--- src/rtl/reg_bank.sv ---
// reg_bank: indexed register bank with per-register load, clear and wrap-around increment, plus a registered read port with write forwarding
//
// Parameters: WIDTH (data width), NUM_REGS (2..2^SEL_W registers), SEL_W (select width)
// Ports:
//   clk      - clock; all state changes on the falling edge
//   reset    - asynchronous, active-low reset
//   op       - 00 nop, 01 load, 10 clear, 11 increment, applied to regs[load_sel]
//   load_sel - target register of op
//   data_in  - load data
//   limit_in - increment wrap limit
//   rd_sel   - read register index
//   bus_out  - registered read data, forwarded from the same-edge write
//   wrap     - one-cycle pulse when an increment hit limit_in and wrapped to 0
//   err      - one-cycle pulse when op or rd_sel addressed a non-existent register
// Configuration: define REG_BANK_INC_EN to enable op 11 increment; otherwise op 11 is a nop and wrap is 0.
module reg_bank #(
  parameter int WIDTH    = 16,
  parameter int NUM_REGS = 8,
  parameter int SEL_W    = 3
) (
  input  logic             clk,
  input  logic             reset,
  input  logic [1:0]       op,
  input  logic [SEL_W-1:0] load_sel,
  input  logic [WIDTH-1:0] data_in,
  input  logic [WIDTH-1:0] limit_in,
  input  logic [SEL_W-1:0] rd_sel,
  output logic [WIDTH-1:0] bus_out,
  output logic             wrap,
  output logic             err
);
  logic [WIDTH-1:0] regs [NUM_REGS];
  logic [WIDTH-1:0] cur, rd_val, nv;
  logic ld_ok, rd_ok, act, wrap_d;
  assign ld_ok = 32'(load_sel) < NUM_REGS;
  assign rd_ok = 32'(rd_sel) < NUM_REGS;
  always_comb begin
    cur = '0;
    rd_val = '0;
    for (int i = 0; i < NUM_REGS; i++) begin
      if (32'(load_sel) == i) cur = regs[i];
      if (32'(rd_sel) == i) rd_val = regs[i];
    end
  end
`ifdef REG_BANK_INC_EN
  logic hit;
  assign hit = cur == limit_in;
  assign act = op != 2'b00;
  assign nv = op == 2'b01 ? data_in : (op == 2'b11 && !hit) ? cur + WIDTH'(1) : '0;
  assign wrap_d = op == 2'b11 && ld_ok && hit;
`else
  logic unused_limit;
  assign unused_limit = ^limit_in;
  assign act = op == 2'b01 || op == 2'b10;
  assign nv = op == 2'b01 ? data_in : '0;
  assign wrap_d = 1'b0;
`endif
  always_ff @(negedge clk or negedge reset) begin
    if (!reset) begin
      for (int i = 0; i < NUM_REGS; i++) regs[i] <= '0;
      bus_out <= '0;
      wrap <= 1'b0;
      err <= 1'b0;
    end else begin
      for (int i = 0; i < NUM_REGS; i++) if (act && 32'(load_sel) == i) regs[i] <= nv;
      bus_out <= !rd_ok ? '0 : (act && rd_sel == load_sel) ? nv : rd_val;
      wrap <= wrap_d;
      err <= (act && !ld_ok) || !rd_ok;
    end
  end
endmodule

--- config.mk ---
export PLATFORM = sky130hd
export DESIGN_NAME = reg_bank
export DESIGN_NICKNAME = d
export VERILOG_FILES = /design/src/rtl/reg_bank.sv
export SDC_FILE = /design/constraint.sdc
export NUM_CORES = 1
export LEC_CHECK = 0
export ABC_AREA = 1
export BUFFER_PORTS_ARGS = -buffer_cell sky130_fd_sc_hd__buf_2
export CAP_MARGIN = 20
export CORE_MARGIN = 2
export CORE_UTILIZATION = 45
export DETAILED_ROUTE_END_ITERATION = 6
export PLACE_DENSITY = 0.72
export RECOVER_POWER = 100
export SLEW_MARGIN = 20
export SYNTH_ARGS = -nofsm -noshare
export SYNTH_HDL_FRONTEND = slang
export SYNTH_SLANG_ARGS = --single-unit
--- constraint.sdc ---
create_clock -name clk -period 2.11 [get_ports clk]
set_input_delay 0.211 -clock clk [delete_from_list [all_inputs] [get_ports clk]]
set_output_delay 0.211 -clock clk [all_outputs]
set_load 0.02 [all_outputs]
# [Word-level counts from Yosys, hierarchy flattened]
# Cells that the tools add are included.
[word_totals] reg_bits=144 input_bits=42 out_inout_bits=18 wordCells=48
[classes] n_eq_ne=17 n_mux=10 reduce_logical=12
[op_table] cell="two-way mux 16 bit" count=10
[op_table] cell="equality test 3 bit (second input constant)" count=8
[op_table] cell="equality test 3 x 2 -> 1 bit (second input constant)" count=4
[op_table] cell="logical AND 1 bit" count=9
[op_table] cell="equality test 3 x 1 -> 1 bit (second input constant)" count=2
[op_table] cell="zero test 3 bit" count=2
[op_table] cell="equality test 3 bit" count=1
[op_table] cell="equality test 2 x 1 -> 1 bit (second input constant)" count=1
[op_table] cell="equality test 2 bit (second input constant)" count=1
[op_table] cell="logical OR 1 bit" count=1

# [Longest topological paths before layout]
[depth] ltp_word=10 ltp_mapped=11

==> flow_summary.toml <==
[timing]
hold_viol_final = 0
slew_headroom = 0.472
hold_ws_ns = 0.434
worst_slew_pin_slew_ns = 0.792
setup_viol = 45
finalMaxSlewViolations = 0
setup_slack_ns = -0.108
rsz0062_at_grt = "true"
fin_worst_skew_ns = 0.00567

[floorplanning]
dieWidth_um = 123
rows = 43
chipHeight_um = 123
core_um2 = 13900
ios = 60
dieArea_um2 = 15100
initial_core_util = 0.460

[critical_path]
crit_fanout = 1
startpoint_type = "flip-flop"
path_delay_family = "flip-flops"
cp_slowest_cell = "dfrtn_1"
worstPathCellList = "buf_6"
r2r_start = "regs[84]"
critical_path_class = "flip-flop to output port"
cp.required_ns = 1.90
cpPeakStageDelay_ns = 0.43
arrival_ns = 2.01
r2r_slack_ns = 0.92
crit_buf_inv = 1
cp-startpoint = "bus_out[15]"
endpoint_kind = "output port"

[power_and_ir_drop]
swShare = 0.276
pwr-share-seq = 0.458
ir_worst_vdd_mv = 0.661
finalPower_mw = 7.23
clock_power_share = 0.395
power.internal_mw = 5.23
powerDensity_nw_per_um2 = 869
p_switching_mw = 2.00
comb_power_share = 0.147
leakage_nw = 3.85

[yosys]
ys_warn_count = 0
synth_seq_cells = 144
synth_area_leaders = "dfrtn_1, nand2_1, o21ai_0"
ys_types = 22
yosysSeqAreaShare = 0.565
yosysTopAreaCell = "dfrtn_1"
synth.avg_cell_area_um2 = 8.29
synth_area_um2 = 6380
yosysTopAreaCellShare = 0.565
synthCells = 770

[place]
dpl.hpwl_um = 11100
io_buffer_count = 41
dp_cells = 1006
place_area_um2 = 7380
place_congestion = 0.818

[route]
ant_nets = 0
drtPass1Iterations = 5
drcViolationCount = 0
drt_wl_total_um = 19400
vias = 5884
vias_per_cell = 5.63
drt_iter0_markers = 604
wl_per_cell_um = 18.6

[grt]
grt_pass1_wl_um = 27600
antenna_found_initial = 0
grt_pass1_vias = 5396
grt_start_max_net_pins = 58
track_usage = 0.245
grt.overflow.total = 0

[clocking]
clkLatencyLatePin_ns = 0.41
cts_max_level = 4
clk_path_buf_depth = 2
cts_root_buffer = "clkbuf_16"
hold_buffers = 0
cts.sinks = 144
cts_tree = "yes"
numCtsBuffers = 17
path_clk_slew_ns = 0.04

[final_layout]
final_nets = 897
stdcell_count = 1045
drive_gt1_frac = 0.235
antennaDiodeCount = 0
stdcell_area_um2 = 8310
area_delta_synth_final_pct = 30.3

[min_path]
hp-start = "regs[96]"
hold_class = "flip-flop to flip-flop"

[outcome]
status = "finished with violations"
violations = "setup timing"

[flow_run]
cap_violations = 0
## Yosys cell counts, drive strengths merged
cell type	instances
xor2	1
conb	1
dfrtn	144
nand3	34
nor3	3
o21ai	131
nor2	59
a21oi	11
ha	1
nand2	243
buf	20
inv	41
clkbuf	28
o22ai	1
nand4	52
## worst register-to-register path, stage by stage (launching register included)
cell and delay, ns:
dfrtn_1 0.34, nand4_1 0.10, nand4_1 0.11, nor2_1 0.22
nand4_1 0.13, nand2_1 0.09, nand2_1 0.05
## kinds of logic after synthesis
group,Yosys count,share of synthesized area
AND/OR/NAND/NOR,391,0.261
flip-flops,144,0.565
AO/OA/AOI/OAI,143,0.112
buffers and inverters,89,0.0576
XOR/XNOR,1,0.00137
adder cells (fa/ha/maj),1,0.00196
other,1,0.000588
## path summary, 6_finish.rpt
path	endpoint	depth (start not counted)
min in group asynchronous	regs[6]	1
max in group asynchronous	regs[2]	2
max reg2reg	bus_out[4]	6
max	bus_out[15]	1
min	regs[96]	2
min reg2reg	regs[96]	2
## sequential cells by signal, indices dropped and copies added (netlist names)
name and cells:
bus_out 16, regs 128
## through the flow
| step | util | setup TNS (ns) | setup slack, ns |
|---|---|---|---|
| after floorplan | - | -9.97 | -0.131 |
| after global placement | 0.531 | -45.81 | -0.404 |
| after detailed placement | 0.531 | -49.88 | -0.434 |
| after CTS | 0.580 | -1.40 | -0.112 |
| after global routing | 0.599 | -5.30 | -0.126 |
| final | 0.599 | -1.62 | -0.108 |
## routing by layer
metal | part of all wire | GRT usage | vias up | routed length (um)
met5 | 0 | 0 | - | 0
met4 | 0.027 | 0.0930 | 0 | 519
met3 | 0.081 | 0.0646 | 38 | 1580
met2 | 0.48 | 0.387 | 272 | 9270
met1 | 0.41 | 0.324 | 2855 | 8030
li1 | - | - | 2719 | -
## cell usage in the layout (no fill, tap or decap), types with 2 or more instances in the layout
| cell | n |
|---|---|
| a21oi_1 | 8 |
| a21oi_2 | 3 |
| buf_12 | 12 |
| buf_2 | 18 |
| buf_4 | 39 |
| buf_6 | 26 |
| clkbuf_1 | 4 |
| clkbuf_16 | 22 |
| clkbuf_2 | 6 |
| clkbuf_4 | 3 |
| clkbuf_8 | 2 |
| clkinvlp_4 | 4 |
| conb_1 | 2 |
| dfrtn_1 | 144 |
| inv_1 | 32 |
| inv_2 | 6 |
| inv_4 | 2 |
| inv_6 | 3 |
| nand2_1 | 215 |
| nand2_2 | 20 |
| nand2_4 | 8 |
| nand3_1 | 31 |
| nand3_2 | 3 |
| nand4_1 | 52 |
| nor2_1 | 54 |
| nor2_2 | 4 |
| nor3_4 | 2 |
| o21ai_0 | 11 |
| o21ai_1 | 107 |
| o21ai_2 | 13 |
## what timing repair did
item | 4_1_cts | 5_1_grt
buffers inserted | 0 | 1
cloned | 1 | 7
endpoints found under the setup margin | 23 | 61
hold endpoints to repair | 0 | 0
pin swaps | 1 | 13
resized for setup | 35 | 79
## power groups by stage
stage               registers [mW]  clock network [mW]  logic (mW)
global placement              3.31                   0       0.901
detailed placement            3.32                   0       0.926
CTS                           3.29                2.88       0.988
global route                  3.35                3.02        1.17
floorplan                     3.33                   0       0.535
finish                        3.31                2.86        1.06
## final cells by class
class	count	area (um2)
clock inverters	8	82.6
clock buffers	22	464
fillers	1138	5570
multi-input cells	538	2640
well taps	180	225
flip-flops and latches	144	3600
inverters	41	164
repair buffers	112	1140
Note: power is estimated with default switching activity, not from simulation.
